--- src/rtl/rpi_irq_pkg.sv ---
// Shared types and constants for the RPi interrupt scheduler.
package rpi_irq_pkg;

    localparam int   TMR_W = 8;
    localparam logic SRC_L = 1'b0;
    localparam logic SRC_R = 1'b1;

    typedef enum logic [1:0] {
        IDLE     = 2'd0,
        ASSERT   = 2'd1,
        WAIT_REL = 2'd2,
        HOLD     = 2'd3
    } irq_state_t;

endpackage

--- src/rtl/rpi_tick_gen.sv ---
// Divides clk_in down to tick_clk and flags each rising tick_clk edge.
module rpi_tick_gen #(
    parameter int DIV_HALF = 32,
    parameter int CNT_W    = 17
) (
    input  logic clk_in,
    input  logic rst,
    output logic tick_clk,
    output logic tick_stb
);

    localparam logic [CNT_W-1:0] LAST = CNT_W'(DIV_HALF - 1);

    logic [CNT_W-1:0] count;

    // Half-period counter; the strobe rides along with the 0->1 toggle.
    always_ff @(posedge clk_in) begin
        if (rst) begin
            count    <= '0;
            tick_clk <= 1'b0;
            tick_stb <= 1'b0;
        end else if (count == LAST) begin
            count    <= '0;
            tick_clk <= ~tick_clk;
            tick_stb <= ~tick_clk;
        end else begin
            count    <= count + 1'b1;
            tick_stb <= 1'b0;
        end
    end

endmodule

--- src/rtl/rpi_irq_scheduler.sv ---
// Round-robin IRQ sequencer for the left/right I2S buffers, paced by tick_clk.
import rpi_irq_pkg::*;

module rpi_irq_scheduler #(
    parameter int DIV_HALF = 32,
    parameter int CNT_W    = 17,
    parameter int HOLDOFF  = 4,
    parameter int TIMEOUT  = 255
) (
    input  logic clk_in,
    input  logic rst,
    input  logic interrupt_enable,
    input  logic req_l,
    input  logic req_r,
    input  logic rpi_ack,
    output logic irq_out,
    output logic irq_src,
    output logic grant_l,
    output logic grant_r,
    output logic timeout_pulse,
    output logic tick_clk,
    output logic busy
);

    localparam logic [TMR_W-1:0] HOLDOFF_T = TMR_W'(HOLDOFF);
    localparam logic [TMR_W-1:0] TIMEOUT_T = TMR_W'(TIMEOUT);

    logic tick_stb;

    rpi_tick_gen #(.DIV_HALF(DIV_HALF), .CNT_W(CNT_W)) u_tick (
        .clk_in   (clk_in),
        .rst      (rst),
        .tick_clk (tick_clk),
        .tick_stb (tick_stb)
    );

    // Ack synchronizer: two flops for metastability, third for edge detect.
    logic ack_s1, ack_s2, ack_s3;
    always_ff @(posedge clk_in) begin
        if (rst) begin
            ack_s1 <= 1'b0;
            ack_s2 <= 1'b0;
            ack_s3 <= 1'b0;
        end else begin
            ack_s1 <= rpi_ack;
            ack_s2 <= ack_s1;
            ack_s3 <= ack_s2;
        end
    end

    logic ack_rise, ack_low;
    assign ack_rise = ack_s2 & ~ack_s3;
    assign ack_low  = ~ack_s2;

    irq_state_t       state, state_n;
    logic [TMR_W-1:0] timer, timer_n, timer_inc;
    logic             last_src, last_n;
    logic             irq_n, src_n, gl_n, gr_n, to_n, sel;

    // Saturating increment so a long stall can never wrap the timer.
    assign timer_inc = (timer == '1) ? timer : timer + 1'b1;

    // Both pending: alternate away from whoever was served last.
    assign sel = (req_l && req_r) ? ~last_src : req_r;

    // State and registered outputs.
    always_ff @(posedge clk_in) begin
        if (rst) begin
            state         <= IDLE;
            timer         <= '0;
            last_src      <= SRC_R;
            irq_out       <= 1'b0;
            irq_src       <= SRC_L;
            grant_l       <= 1'b0;
            grant_r       <= 1'b0;
            timeout_pulse <= 1'b0;
            busy          <= 1'b0;
        end else begin
            state         <= state_n;
            timer         <= timer_n;
            last_src      <= last_n;
            irq_out       <= irq_n;
            irq_src       <= src_n;
            grant_l       <= gl_n;
            grant_r       <= gr_n;
            timeout_pulse <= to_n;
            busy          <= (state_n != IDLE);
        end
    end

    // Next-state / next-output logic; HOLD is always entered with a cleared timer.
    always_comb begin
        state_n = state;
        timer_n = timer;
        last_n  = last_src;
        irq_n   = irq_out;
        src_n   = irq_src;
        gl_n    = 1'b0;
        gr_n    = 1'b0;
        to_n    = 1'b0;
        case (state)
            IDLE: begin
                if (tick_stb && interrupt_enable && (req_l || req_r)) begin
                    irq_n   = 1'b1;
                    src_n   = sel;
                    timer_n = '0;
                    state_n = ASSERT;
                end
            end
            ASSERT: begin
                if (!interrupt_enable) begin
                    irq_n   = 1'b0;
                    timer_n = '0;
                    state_n = HOLD;
                end else if (ack_rise) begin
                    irq_n   = 1'b0;
                    gl_n    = (irq_src == SRC_L);
                    gr_n    = (irq_src == SRC_R);
                    last_n  = irq_src;
                    state_n = WAIT_REL;
                end else if (tick_stb) begin
                    timer_n = timer_inc;
                    if (timer_inc >= TIMEOUT_T) begin
                        irq_n   = 1'b0;
                        to_n    = 1'b1;
                        last_n  = irq_src;
                        timer_n = '0;
                        state_n = HOLD;
                    end
                end
            end
            WAIT_REL: begin
                if (ack_low) begin
                    timer_n = '0;
                    state_n = HOLD;
                end
            end
            HOLD: begin
                if (timer == HOLDOFF_T)
                    state_n = IDLE;
                else if (tick_stb)
                    timer_n = timer_inc;
            end
            default: state_n = IDLE;
        endcase
    end

endmodule
--- config.mk ---
export PLATFORM = sky130hd
export DESIGN_NAME = rpi_irq_scheduler
export DESIGN_NICKNAME = d
export VERILOG_FILES = /design/src/rtl/rpi_irq_pkg.sv /design/src/rtl/rpi_tick_gen.sv /design/src/rtl/rpi_irq_scheduler.sv
export SDC_FILE = /design/constraint.sdc
export NUM_CORES = 1
export LEC_CHECK = 0
export CAP_MARGIN = 10
export CORE_MARGIN = 1
export CORE_UTILIZATION = 45
export CTS_CLUSTER_SIZE = 30
export DETAILED_ROUTE_END_ITERATION = 8
export PLACE_DENSITY_LB_ADDON = 0.3
export SYNTH_ARGS = -nofsm -noshare
export SYNTH_HDL_FRONTEND = slang
export SYNTH_SLANG_ARGS = --single-unit
--- constraint.sdc ---
create_clock -name clk_in -period 4.8 [get_ports clk_in]
set_clock_uncertainty 0.2 [all_clocks]
set_input_delay 0.96 -clock clk_in [delete_from_list [all_inputs] [get_ports clk_in]]
set_output_delay 0.96 -clock clk_in [all_outputs]
set_load 0.02 [all_outputs]
[After elaboration in Yosys (flattened, before gate mapping)]
Cells that the tools add are included.
Storage, ports and cells
  flip-flop bits (word level): 39
  input port bits: 6
  output and inout bits: 7
  word-level logic and storage cells: 88
Cells by class
  add/sub/neg operators: 2
  $lt $le $gt $ge: 1
  eq/ne operators: 14
  muxes and demuxes: 29
  bitwise logic cells: 10
  reductions and logical operators: 17
Operator list (count)
  $mux 8: 9
  $pmux 8 s4: 1
  $add 17x1->17 const B: 1
  $eq 17x5->1 const B: 1
  $mux 2: 7
  $mux 1: 10
  $not 1->1: 9
  $add 8x1->8 const B: 1
  $eq 8x3->1 const B: 1
  $eq 8x8->1 const B: 1
  $ge 8x8->1 const B: 1
  $pmux 2 s4: 1
  $reduce_and 4->1: 2
  $reduce_bool 2->1: 4
  $ne 2x2->1 const B: 3
  $reduce_and 6->1: 1
  $reduce_or 5->1: 1
  $eq 2x2->1 const B: 2
  $ne 4x3->1 const B: 1
  $ne 4x4->1 const B: 1
  $reduce_or 2->1: 2
  $reduce_or 4->1: 1
  $logic_and 1x1->1: 3
  $ne 3x2->1 const B: 1
  other kinds (8): 8

[Longest topological paths before layout]
  word-level depth: 9
  mapped depth: 9
  depth with buffers taken out: 8

[By module]
A second synthesis with hierarchy kept.
Second synthesis, totals
  cell total of the unflattened synthesis: 241
  area, all modules: 1983.2 um2
By module, submodules not included
  rpi_irq_scheduler: times used 1, cells each 145, area each 1154.9 um2, sequential area each 400.4 um2
  rpi_tick_gen: times used 1, cells each 96, area each 828.3 um2, sequential area each 380.4 um2

[Least setup slack after synthesis]
OpenSTA, ideal clock, no wires.
  path kind: register to register
  start point: register timer[0]
  end point: register last_src
  library setup time: 0.116 ns
  arrival: 1.875 ns
  required time: 4.484 ns
  setup slack: 2.609 ns
  stages on the path, launching flop included: 9
  buffers on the path: 1
  clock period less this slack: 2.191 ns
  cell sequence: dfxtp_1 -> ha_1 -> and2_4 -> buf_6 -> a211o_1 -> o2111a_2 -> nand4_2 -> or4_1 -> and3_1
Between the ends
  word-level cells in the longest chain between the ends: 5
  elaborated cells between the ends (all ways): 6
  classes of those cells: 1 x add/sub; 1 x order compare; 1 x eq/ne; 1 x mux; 2 x reduce/logical
Ends and longest elaborated chain
  start: declaration: line rpi_irq_scheduler.sv:56  | logic [TMR_W-1:0] timer, timer_n, timer_inc;
  start signal: assignment: line rpi_irq_scheduler.sv:80  | timer <= timer_n;
  $add 8x1->8 or $eq 8x8->1 (tied branches): line rpi_irq_scheduler.sv:61  | assign timer_inc = (timer == '1) ? timer : timer + 1'b1;
  $mux 8 *: line rpi_irq_scheduler.sv:61
  $ge 8x8->1 *: line rpi_irq_scheduler.sv:123  | if (timer_inc >= TIMEOUT_T) begin
  $reduce_bool 2->1 (no line) *
  $reduce_and 4->1 (no line) *
  end signal: assignment: line rpi_irq_scheduler.sv:81  | last_src <= last_n;
  end: declaration: line rpi_irq_scheduler.sv:57  | logic last_src, last_n;
Mark *: on every way between the ends. The rest lies on a longest branch, timed or not.
A chain may end at the register's enable or synchronous reset.

[Worst setup path after layout]
  start point: input interrupt_enable
  end point: register timer[4]
Between the ends
  word-level cells in the longest chain between the ends: 4
  elaborated cells between the ends (all ways): 8
  classes of those cells: 3 x eq/ne; 2 x mux; 3 x reduce/logical
Ends and longest elaborated chain
  start: declaration: line rpi_irq_scheduler.sv:12  | input logic interrupt_enable,
  $logic_and 1x1->1 (2 in a row): line rpi_irq_scheduler.sv:103  | if (tick_stb && interrupt_enable && (req_l || req_r)) begin
  $ne 2x2->1 (no line)
  $reduce_and 6->1 (no line)
Several ways; a longest one is shown, not always the timed one.

==> summary.md <==
| Metric | Value |
|---|---|
| Core box area | `around 0.0044 sq mm` |
| Multiplexer area fraction after synthesis | `about 1.1%` |
| Part of the cycle the worst path needs | `56.20%` |
| CP Data Arrival Time | `approximately 2.7 ns` |
| Highest Clock Rate | `370.7 MHz` |
| Post-synthesis sequential area ratio | `~37%` |
| Setup_tns | `0 ns` |
| Number of fill cells | `400` |
| R2r endpoint | `last_src` |
| R2r startpoint | `timer[0]` |
| Clock buffer depth | `2` |
| Placement-stage cell area | `approximately 0.0022 sq mm` |
| Crit-path max FO | `9` |
| Die ar. | `between 0.004 and 0.005 sq mm` |
| Final GP Congestion | `0.8632` |
| Ant diodes | `0` |
| Most frequent cells in the layout | `dfxtp_1, nor2_1, nand2_1` |
| Top FF cell, synth | `dfxtp_1` |
| Worst Hold Path EP | `ack_s2` |
| Min Tclk post-route | `2.698 ns` |
| Post-synthesis adder-cell area fraction | `1.796%` |
| First-pass GRT wire length | `approximately 7500 microns` |
| Post-CTS setup buffer count | `0` |
| DP Wirelength | `approximately 3000 microns` |
| DR iter-0 viols | `between 200 and 300` |
| Rows | `24` |
| Slew headroom | `66.60%` |
| Most common cell after layout, fill and taps aside | `dfxtp_1` |
| RSZ-0062 raised after global routing | `false` |
| Gate count of the mapped netlist | `approximately 250` |
| VDD IR-drop max | `161.7 uV` |
| YS warnings | `0` |
| Die Width | `between 70 and 80 microns` |
| Grt total ovfl | `0` |
| Hold path cells | `1` |
| DRC Markers | `0` |
| Initial core utilization | `about 47%` |
| CTS buffer count | `5` |
| Port buffer count | `12` |
| Post-synth ARST share | `0%` |
| Via/cell ratio | `5.951` |
| Synthesized flop and latch total | `39` |
| Syn avg cell area | `between 8 and 9 sq um` |
| Routed via count | `approximately 1800` |
| Setup crit start kind | `input port` |
| Die height | `approximately 70 microns` |
| Final Hold Fails | `0` |
| Reg2Reg Depth | `7` |
| Drt total wl | `roughly 4200 microns` |
| Fin nets | `roughly 270` |
| Final Slew Violations | `0` |
| Post-synth EDFFs | `0` |
| Critical Path End Type | `flip-flop` |
| Clk_lat worst skew | `slightly below 0.3 ns` |
| R2R setup slack | `approximately 2.4 ns` |
| Initial antenna violation count | `0` |
| GRT Util Overall | `a little under a fifth` |
| Worst Hold Launch | `ack_s1` |
| Pwr/cell area | `~270 mW/mm^2` |
| CTS root buf | `clkbuf_8` |
| Final ANT Viol Nets | `0` |
| Leak | `0.0007727 uW` |
| Ports | `13` |
| Final setup fails | `0` |
| XOR/XNOR Fraction of Synth Area | `around 6.7%` |
| Synth cell types | `57` |
| CTS tree | `yes` |
| Worst-path clk slew | `roughly 0.08 ns` |
| Mapped Nets | `257` |
| Syn Std Cell Area | `between 0.002 and 0.0025 sq mm` |
| HP Class | `reg -> reg` |
| Max_cap viols | `0` |
| H-tree depth | `2` |
| Critical Path RT | `between 4 and 5 ns` |
| Synth Area in Compound Gates | `between 10% and 20%` |
| Status | `finished clean` |
| Share of post-route cells with drive strength above 1 | `under 10%` |
| Simple-gate share of the synthesized area | `roughly a third` |
| Wire per inst | `13.66 microns` |
| Clock sinks | `39` |
| Cell area after layout | `~0.0023 sq mm` |
| # resized after CTS | `0` |
| Area growth syn-to-layout | `10.66%` |
| DRT Pass-1 Iters | `4` |
| Largest net degree at the start of global routing | `16` |
| Slew @ Worst Pin | `between 0.4 and 0.5 ns` |
| Crit path kind | `in -> reg` |
| Vias in the first global route | `1716` |
| Combinational family with the most area after synthesis | `simple AND/OR/NAND/NOR gates` |
| Hold_buf cts | `0` |
==> critical path, cell delays in order <==
cell and delay [ns]:
clkdlybuf4s50_1 0.60, o211ai_1 0.21, a21oi_1 0.23, and2_1 0.33, a31oi_1 0.14, a311oi_1 0.24
==> state kept, by name, summed over array words and instances (netlist names) <==
| register | count |
|---|---|
| ack_s1 | 1 |
| ack_s2 | 1 |
| ack_s3 | 1 |
| busy | 1 |
| grant_l | 1 |
| grant_r | 1 |
| irq_out | 1 |
| irq_src | 1 |
| last_src | 1 |
| state | 2 |
| timeout_pulse | 1 |
| timer | 8 |
| u_tick.count | 17 |
| u_tick.tick_clk | 1 |
| u_tick.tick_stb | 1 |
==> how the worst max path moves through the flow <==
stage	from	to	cells after the start
after detailed placement	rst	u_tick.count[12]	5
after CTS	rst	u_tick.count[12]	5
after floorplan	timer[0]	last_src	8
after global placement	rst	u_tick.count[6]	5
after global routing	interrupt_enable	timer[7]	6
final	interrupt_enable	timer[4]	6
==> cells by family after synthesis <==
kind of cell | after synthesis
flops | 39
buf+inv | 19
mux | 1
compound gates | 46
simple gates | 124
fa+ha+maj | 3
xor+xnor | 16
==> power breakdown <==
part / leakage, uW / internal (uW) / switching, uW / total, uW
clock: 0.0000612 / 168 / 115 / 283
sequential: 0.000315 / 328 / 3.11 / 331
combinational: 0.000396 / 8.89 / 10.9 / 19.8
total: 0.000773 / 505 / 129 / 633
==> cell usage after synthesis, types with 4 or more instances <==
library cell | count | area (sq um)
a21oi_1 | 11 | 55.05
inv_1 | 7 | 26.28
nand2_1 | 27 | 101.4
and3_1 | 5 | 31.28
a311oi_1 | 4 | 35.03
nand4_1 | 5 | 31.28
dfxtp_1 | 39 | 780.8
nand3_1 | 19 | 95.09
and2_1 | 4 | 25.02
xor2_1 | 11 | 96.34
a31oi_1 | 7 | 43.79
nor2_1 | 30 | 112.6
xnor2_1 | 5 | 43.79
nor3_1 | 5 | 25.02
nor2b_1 | 4 | 25.02
==> through the flow <==
stage / setup slack, ns / total power, uW / util [%] / hold slack, ns / std cells
after floorplan: 2.609 / 349.6 / - / 0.2138 / 248
after global routing: 1.928 / 662.3 / 52.38 / 0.2792 / 309
after CTS: 2.104 / 639.5 / 52.38 / 0.2400 / 309
after global placement: 1.834 / 358.3 / 49.72 / 0.2222 / 301
final: 2.102 / 633.4 / 52.38 / 0.2488 / 309
after detailed placement: 1.792 / 358.3 / 49.72 / 0.2223 / 301
==> layer usage <==
layer / GRT usage, % / vias to the layer above / part of all wire [%]
li1: - / 916 / -
met1: 23.38 / 852 / 46
met2: 29.91 / 61 / 46
met3: 6.061 / 10 / 6.0
met4: 7.111 / 0 / 1.9
met5: 0 / - / 0
==> area by class of cell <==
cell class / count / area [sq um] / area share (%)
clock buffers: 6 / 82.58 / 3.571
flip-flops and latches: 39 / 780.7 / 33.77
multi-input cells: 190 / 1195 / 51.68
clock inverters: 2 / 35.03 / 1.515
well taps: 52 / 65.06 / 2.814
inverters: 7 / 26.28 / 1.136
repair buffers: 13 / 127.6 / 5.519
No activity file was read; power rests on OpenSTA's default activity.
